<file path="config.mk">
export PLATFORM = sky130hd
export DESIGN_NAME = split_vector_loader
export DESIGN_NICKNAME = d
export VERILOG_FILES = /design/src/rtl/split_vector_loader.sv
export SDC_FILE = /design/constraint.sdc
export NUM_CORES = 1
export LEC_CHECK = 0
export ABC_AREA = 1
export BUFFER_PORTS_ARGS = -buffer_cell sky130_fd_sc_hd__buf_4
export CORE_UTILIZATION = 40
export CTS_CLUSTER_SIZE = 28
export DETAILED_ROUTE_END_ITERATION = 8
export GPL_ROUTABILITY_DRIVEN = 0
export SYNTH_ARGS = -nofsm -noshare
export SYNTH_HDL_FRONTEND = slang
export SYNTH_SLANG_ARGS = --single-unit
</file>
<file path="constraint.sdc">
create_clock -name clk -period 1.9 [get_ports clk]
set_input_delay 0.38 -clock clk [delete_from_list [all_inputs] [get_ports clk]]
set_output_delay 0.38 -clock clk [all_outputs]
set_load 0.02 [all_outputs]
</file>
<file path="src/rtl/split_vector_loader.sv">
// split_vector_loader: packs valid/ready operand words LSB-first into one wide stimulus vector,
// presents it to a split_* module, samples its result after EVAL_LAT cycles and keeps
// saturating pass/fail counters plus a sticky framing error flag.
// Optional: define SPLIT_LOADER_PARITY_EN to check even parity (in_par) on every accepted word.
module split_vector_loader #(
  parameter int unsigned WORD_W   = 32,
  parameter int unsigned VEC_W    = 516,
  parameter int unsigned EVAL_LAT = 2,
  parameter int unsigned CNT_W    = 16
) (
  input  logic              clk,
  input  logic              rst,
  input  logic [WORD_W-1:0] in_data,
  input  logic              in_valid,
  input  logic              in_last,
  input  logic              in_par,
  output logic              in_ready,
  output logic [VEC_W-1:0]  vec_o,
  output logic              vec_valid,
  input  logic              vec_ready,
  input  logic              x_i,
  output logic              res_valid,
  output logic              res_x,
  output logic [CNT_W-1:0]  pass_cnt,
  output logic [CNT_W-1:0]  fail_cnt,
  output logic              err
);

  localparam int unsigned WORDS = (VEC_W + WORD_W - 1) / WORD_W;
  localparam int unsigned IDX_W = (WORDS > 1) ? $clog2(WORDS) : 1;
  localparam logic [IDX_W-1:0] LAST_IDX = IDX_W'(WORDS - 1);
  localparam logic [3:0] LAT = 4'(EVAL_LAT);

  typedef enum logic [1:0] {StFill, StPresent, StWait} state_e;

  state_e           state_q, state_d;
  logic [IDX_W-1:0] idx_q, idx_d;
  logic [3:0]       dly_q, dly_d;
  logic [VEC_W-1:0] vec_q;
  logic             res_valid_q, res_valid_d;
  logic             res_x_q, res_x_d;
  logic             err_q, err_d;
  logic [CNT_W-1:0] pass_q, pass_d;
  logic [CNT_W-1:0] fail_q, fail_d;
  logic [WORDS-1:0] word_we;
  logic             accept, frame_bad, par_bad, vec_clr;

  // Held low while rst is asserted so no word can slip in during reset.
  assign in_ready  = (state_q == StFill) && !rst;
  assign accept    = in_valid && in_ready;
  assign frame_bad = in_last && (idx_q != LAST_IDX);

`ifdef SPLIT_LOADER_PARITY_EN
  assign par_bad = (in_par != ^in_data);
`else
  logic unused_in_par;
  assign unused_in_par = in_par;
  assign par_bad       = 1'b0;
`endif

  // A bad word throws away whatever has been packed so far.
  assign vec_clr = accept && (frame_bad || par_bad);

  // Next-state, word write enables, result capture and counter updates.
  always_comb begin
    state_d     = state_q;
    idx_d       = idx_q;
    dly_d       = dly_q;
    res_valid_d = 1'b0;
    res_x_d     = res_x_q;
    pass_d      = pass_q;
    fail_d      = fail_q;
    err_d       = err_q;
    word_we     = '0;
    unique case (state_q)
      StFill: begin
        if (accept) begin
          if (frame_bad || par_bad) begin
            err_d = 1'b1;
            idx_d = '0;
          end else begin
            word_we[idx_q] = 1'b1;
            if (idx_q == LAST_IDX) begin
              idx_d   = '0;
              state_d = StPresent;
            end else begin
              idx_d = idx_q + IDX_W'(1);
            end
          end
        end
      end
      StPresent: begin
        if (vec_ready) begin
          dly_d   = LAT;
          state_d = StWait;
        end
      end
      StWait: begin
        // dly_q == 1 means this edge is the one where the counter reaches zero.
        if (dly_q <= 4'd1) begin
          dly_d       = '0;
          res_valid_d = 1'b1;
          res_x_d     = x_i;
          state_d     = StFill;
          if (x_i) begin
            if (pass_q != '1) pass_d = pass_q + CNT_W'(1);
          end else begin
            if (fail_q != '1) fail_d = fail_q + CNT_W'(1);
          end
        end else begin
          dly_d = dly_q - 4'd1;
        end
      end
      default: state_d = StFill;
    endcase
  end

  // Control and result state registers.
  always_ff @(posedge clk) begin
    if (rst) begin
      state_q     <= StFill;
      idx_q       <= '0;
      dly_q       <= '0;
      res_valid_q <= 1'b0;
      res_x_q     <= 1'b0;
      pass_q      <= '0;
      fail_q      <= '0;
      err_q       <= 1'b0;
    end else begin
      state_q     <= state_d;
      idx_q       <= idx_d;
      dly_q       <= dly_d;
      res_valid_q <= res_valid_d;
      res_x_q     <= res_x_d;
      pass_q      <= pass_d;
      fail_q      <= fail_d;
      err_q       <= err_d;
    end
  end

  // One register slice per word; the final slice is clipped to VEC_W.
  for (genvar w = 0; w < WORDS; w++) begin : g_word
    localparam int unsigned Lo = w * WORD_W;
    localparam int unsigned Hi = (Lo + WORD_W > VEC_W) ? VEC_W - 1 : Lo + WORD_W - 1;

    // Load slice w when word w is accepted; clear on reset or a discarded vector.
    always_ff @(posedge clk) begin
      if (rst || vec_clr) begin
        vec_q[Hi:Lo] <= '0;
      end else if (word_we[w]) begin
        vec_q[Hi:Lo] <= in_data[Hi-Lo:0];
      end
    end
  end

  assign vec_o     = vec_q;
  assign vec_valid = (state_q == StPresent);
  assign res_valid = res_valid_q;
  assign res_x     = res_x_q;
  assign pass_cnt  = pass_q;
  assign fail_cnt  = fail_q;
  assign err       = err_q;

endmodule

</file>
==> summary.md <==
| Metric | Value |
|---|---|
| Worst R2R Setup Slack | 0.07 ns |
| Slew margin rel. | 66.0% |
| ANT nets after route | 0 |
| Initial antenna violation count | 2 |
| Vias | 23684 |
| Flops & latches, synth | 562 |
| Die height | 240 um |
| Sw Ratio | 24.3% |
| Number of max-slew violations in the final report | 0 |
| Reg power frac | 47.2% |
| RSZ-0062 raised after global routing | true |
| Worst Setup End Kind | register |
| Area Growth Syn to Fin | 35.9% |
| Clk_lat worst skew | 0.62 ns |
| DRC viols | 0 |
| Internal power | 19.0 mW |
| Seq/Total Area, Yosys | 49.9% |
| Syn Area/Cell | 7.27 um2 |
| Wirelength per Cell | 22.1 um |
| Root Driver | clkbuf_16 |
| Arrival time worst endpoint | 2.35 ns |
| GRT overflow | 0 |
| Status | complete, no violations |
| Fin. Hold Viols | 0 |
| Vias per inst | 5.35 |
| Worst slew pin tran | 0.510 ns |
| Maximum number of pins on one net before global-route repair | 138 |
| Psw | 6.09 mW |
| Synth cell types | 27 |
| Critical Path Fanout Max | 13 |
| Die area | 0.0574 mm2 |
| Tmin final | 1.83 ns |
| Count of final setup violators | 0 |
| Rows | 86 |
| First-pass iteration count of the detailed router | 5 |
| Critical path cell sequence | inv_2, ha_4, nand3_4, nand2_8, buf_12, nand3_1, nor2_4, buf_12, clkbuf_16, nand2_1, nand2_1, nor2_1 |
| Period utilization | 96.3% |
| FMAX | 547 MHz |
| # IOs | 592 |
| DP Wirelength | 59.9 mm |
| Nets@finish | 3676 |
| Crit path required time | 2.42 ns |
| PD cells | 818 mW/mm2 |
| P_leak | 13.1 nW |
| Syn Inst Count | 3104 |
| Max-capacitance violation count | 0 |
| Initial core utilization | 40.7% |
| Peak VDD IR | 0.649 mV |
| CTS tree | done |
| Tot GR Track Use | 30.0% |
| Commonest non-fill, non-tap cell in the layout | nand2_1 |
| Combinational group share of total power | 5.9% |
| Min-Delay Path Class | primary input to register |
| Worst path max stage delay | 0.32 ns |
| Commonest non-fill, non-tap cells in the layout | nand2_1, buf_4, dfxtp_1 |
| First-pass GRT wire length | 130 mm |
| Clk buf depth | 3 |
| Width of the die | 240 um |
| Syn nets | 3151 |
| Fin Clk Skew | 0.0151 ns |
| Clock power share | 47.0% |
| Post-layout util | 55.3% |
| Clock Sink Count | 562 |
| Synth warn | 0 |
| Core ar. | 0.0554 mm2 |
| Worst-path clk slew | 0.06 ns |
| Setup CP Type | register to register |
| Initial drt markers | 2293 |
| Num CTS Buffers | 59 |
| Ratio of cells with drive above 1 in the final layout | 23.2% |
| Slowest library cell on the worst path | dfxtp_1 |
| CTS H-Tree Depth | 2 |
| WL final | 97.6 mm |
| Port Buf Inserts | 590 |
| Crit path launch type | register |
| Number of global-route vias before repair | 20443 |
| Cell Area, Synth | 0.0226 mm2 |
| Setup TNS | 0 ns |
## layer usage
layer | vias up | part of all wire [%] | track usage, %
met5 | - | 0 | 0
met4 | 0 | 4.5 | 12.8
met3 | 215 | 10 | 7.86
met2 | 1176 | 46 | 48.7
met1 | 11292 | 39 | 37.4
li1 | 11001 | - | -
## logic make-up after synthesis
| kind of cell | share of synthesized area (%) |
|---|---|
| adder cells (fa/ha/maj) | 0.444 |
| XOR/XNOR | 0.505 |
| AND/OR/NAND/NOR | 32.8 |
| AO/OA/AOI/OAI | 7.67 |
| buffers and inverters | 8.76 |
| flip-flops | 49.9 |
## path summary, 6_finish.rpt
| check | endpoint | startpoint | cells after the start |
|---|---|---|---|
| worst min-delay path | state_q[0] | vec_ready | 4 |
| worst max register to register | vec_o[104] | idx_q[0] | 12 |
| worst max-delay path | vec_o[104] | idx_q[0] | 12 |
| worst min register to register | vec_o[236] | vec_o[236] | 2 |
## layout make-up
class	count	area [um2]
Multi-Input combinational cell	2108	9460
Antenna cell	1	2.50
Fill cell	5216	24800
Clock buffer	90	1820
Tap cell	748	936
Sequential cell	562	11300
Timing Repair Buffer	718	6360
Inverter	180	683
Clock inverter	16	154
## Yosys cell counts, drive strengths merged
library cell / number / share of area (%)
a21oi: 321 / 7.1
xnor2: 5 / 0.19
nand2: 893 / 15
o211ai: 4 / 0.13
nand4: 268 / 7.6
nand3b: 3 / 0.10
o21ai: 17 / 0.38
xor2: 8 / 0.31
buf: 164 / 4.3
clkbuf: 90 / 1.5
inv: 180 / 3.0
a221oi: 1 / 0.039
nor2: 532 / 9.1
ha: 8 / 0.44
nand3: 41 / 0.98
dfxtp: 562 / 50
nor3: 7 / 0.16
## repair_timing
item                                    4_1_cts  5_1_grt
gates resized for setup                       6       28
endpoints found under the setup margin      137      325
pin swaps                                     2        5
hold buffers                                  0        0
buffers inserted                              0        9
gates cloned                                  0       27
## sequential cells by signal, summed over array words and instances, names as in the netlist
| register | cells |
|---|---|
| dly_q | 4 |
| fail_cnt | 16 |
| err | 1 |
| idx_q | 5 |
| state_q | 2 |
| vec_o | 516 |
| res_x | 1 |
| pass_cnt | 16 |
| res_valid | 1 |
## critical path: cells and delay by family, from the launching register on
kind                     cells  cell delay [ns]
AND/OR/NAND/NOR              7             0.71
buffers and inverters        4             0.54
flip-flops                   1             0.32
adder cells (fa/ha/maj)      1             0.15
## power groups by stage
stage / sequential [mW] / clock [mW] / combinational [mW]
2_1_floorplan: 12.1 / 0 / 0.692
5_1_grt: 11.8 / 12.4 / 1.52
6_report: 11.8 / 11.8 / 1.47
4_1_cts: 11.8 / 11.9 / 1.35
3_5_place_dp: 12.1 / 0 / 1.35
3_3_place_gp: 12.1 / 0 / 1.34
## per-stage QoR
step	setup slack, ns	hold WS (ns)	power, mW	cells	cell area [um2]
finish	0.0702	0.0781	25.1	4423	30700
global route	-0.0343	0.0807	25.7	4423	30700
CTS	-0.00390	0.0507	25.1	4386	29900
detailed placement	-0.0464	0.452	13.4	4280	27900
global placement	0.0180	0.450	13.4	4280	27900
floorplan	0.0468	0.471	12.8	3104	22600
No activity file was read; power rests on OpenSTA's default activity.
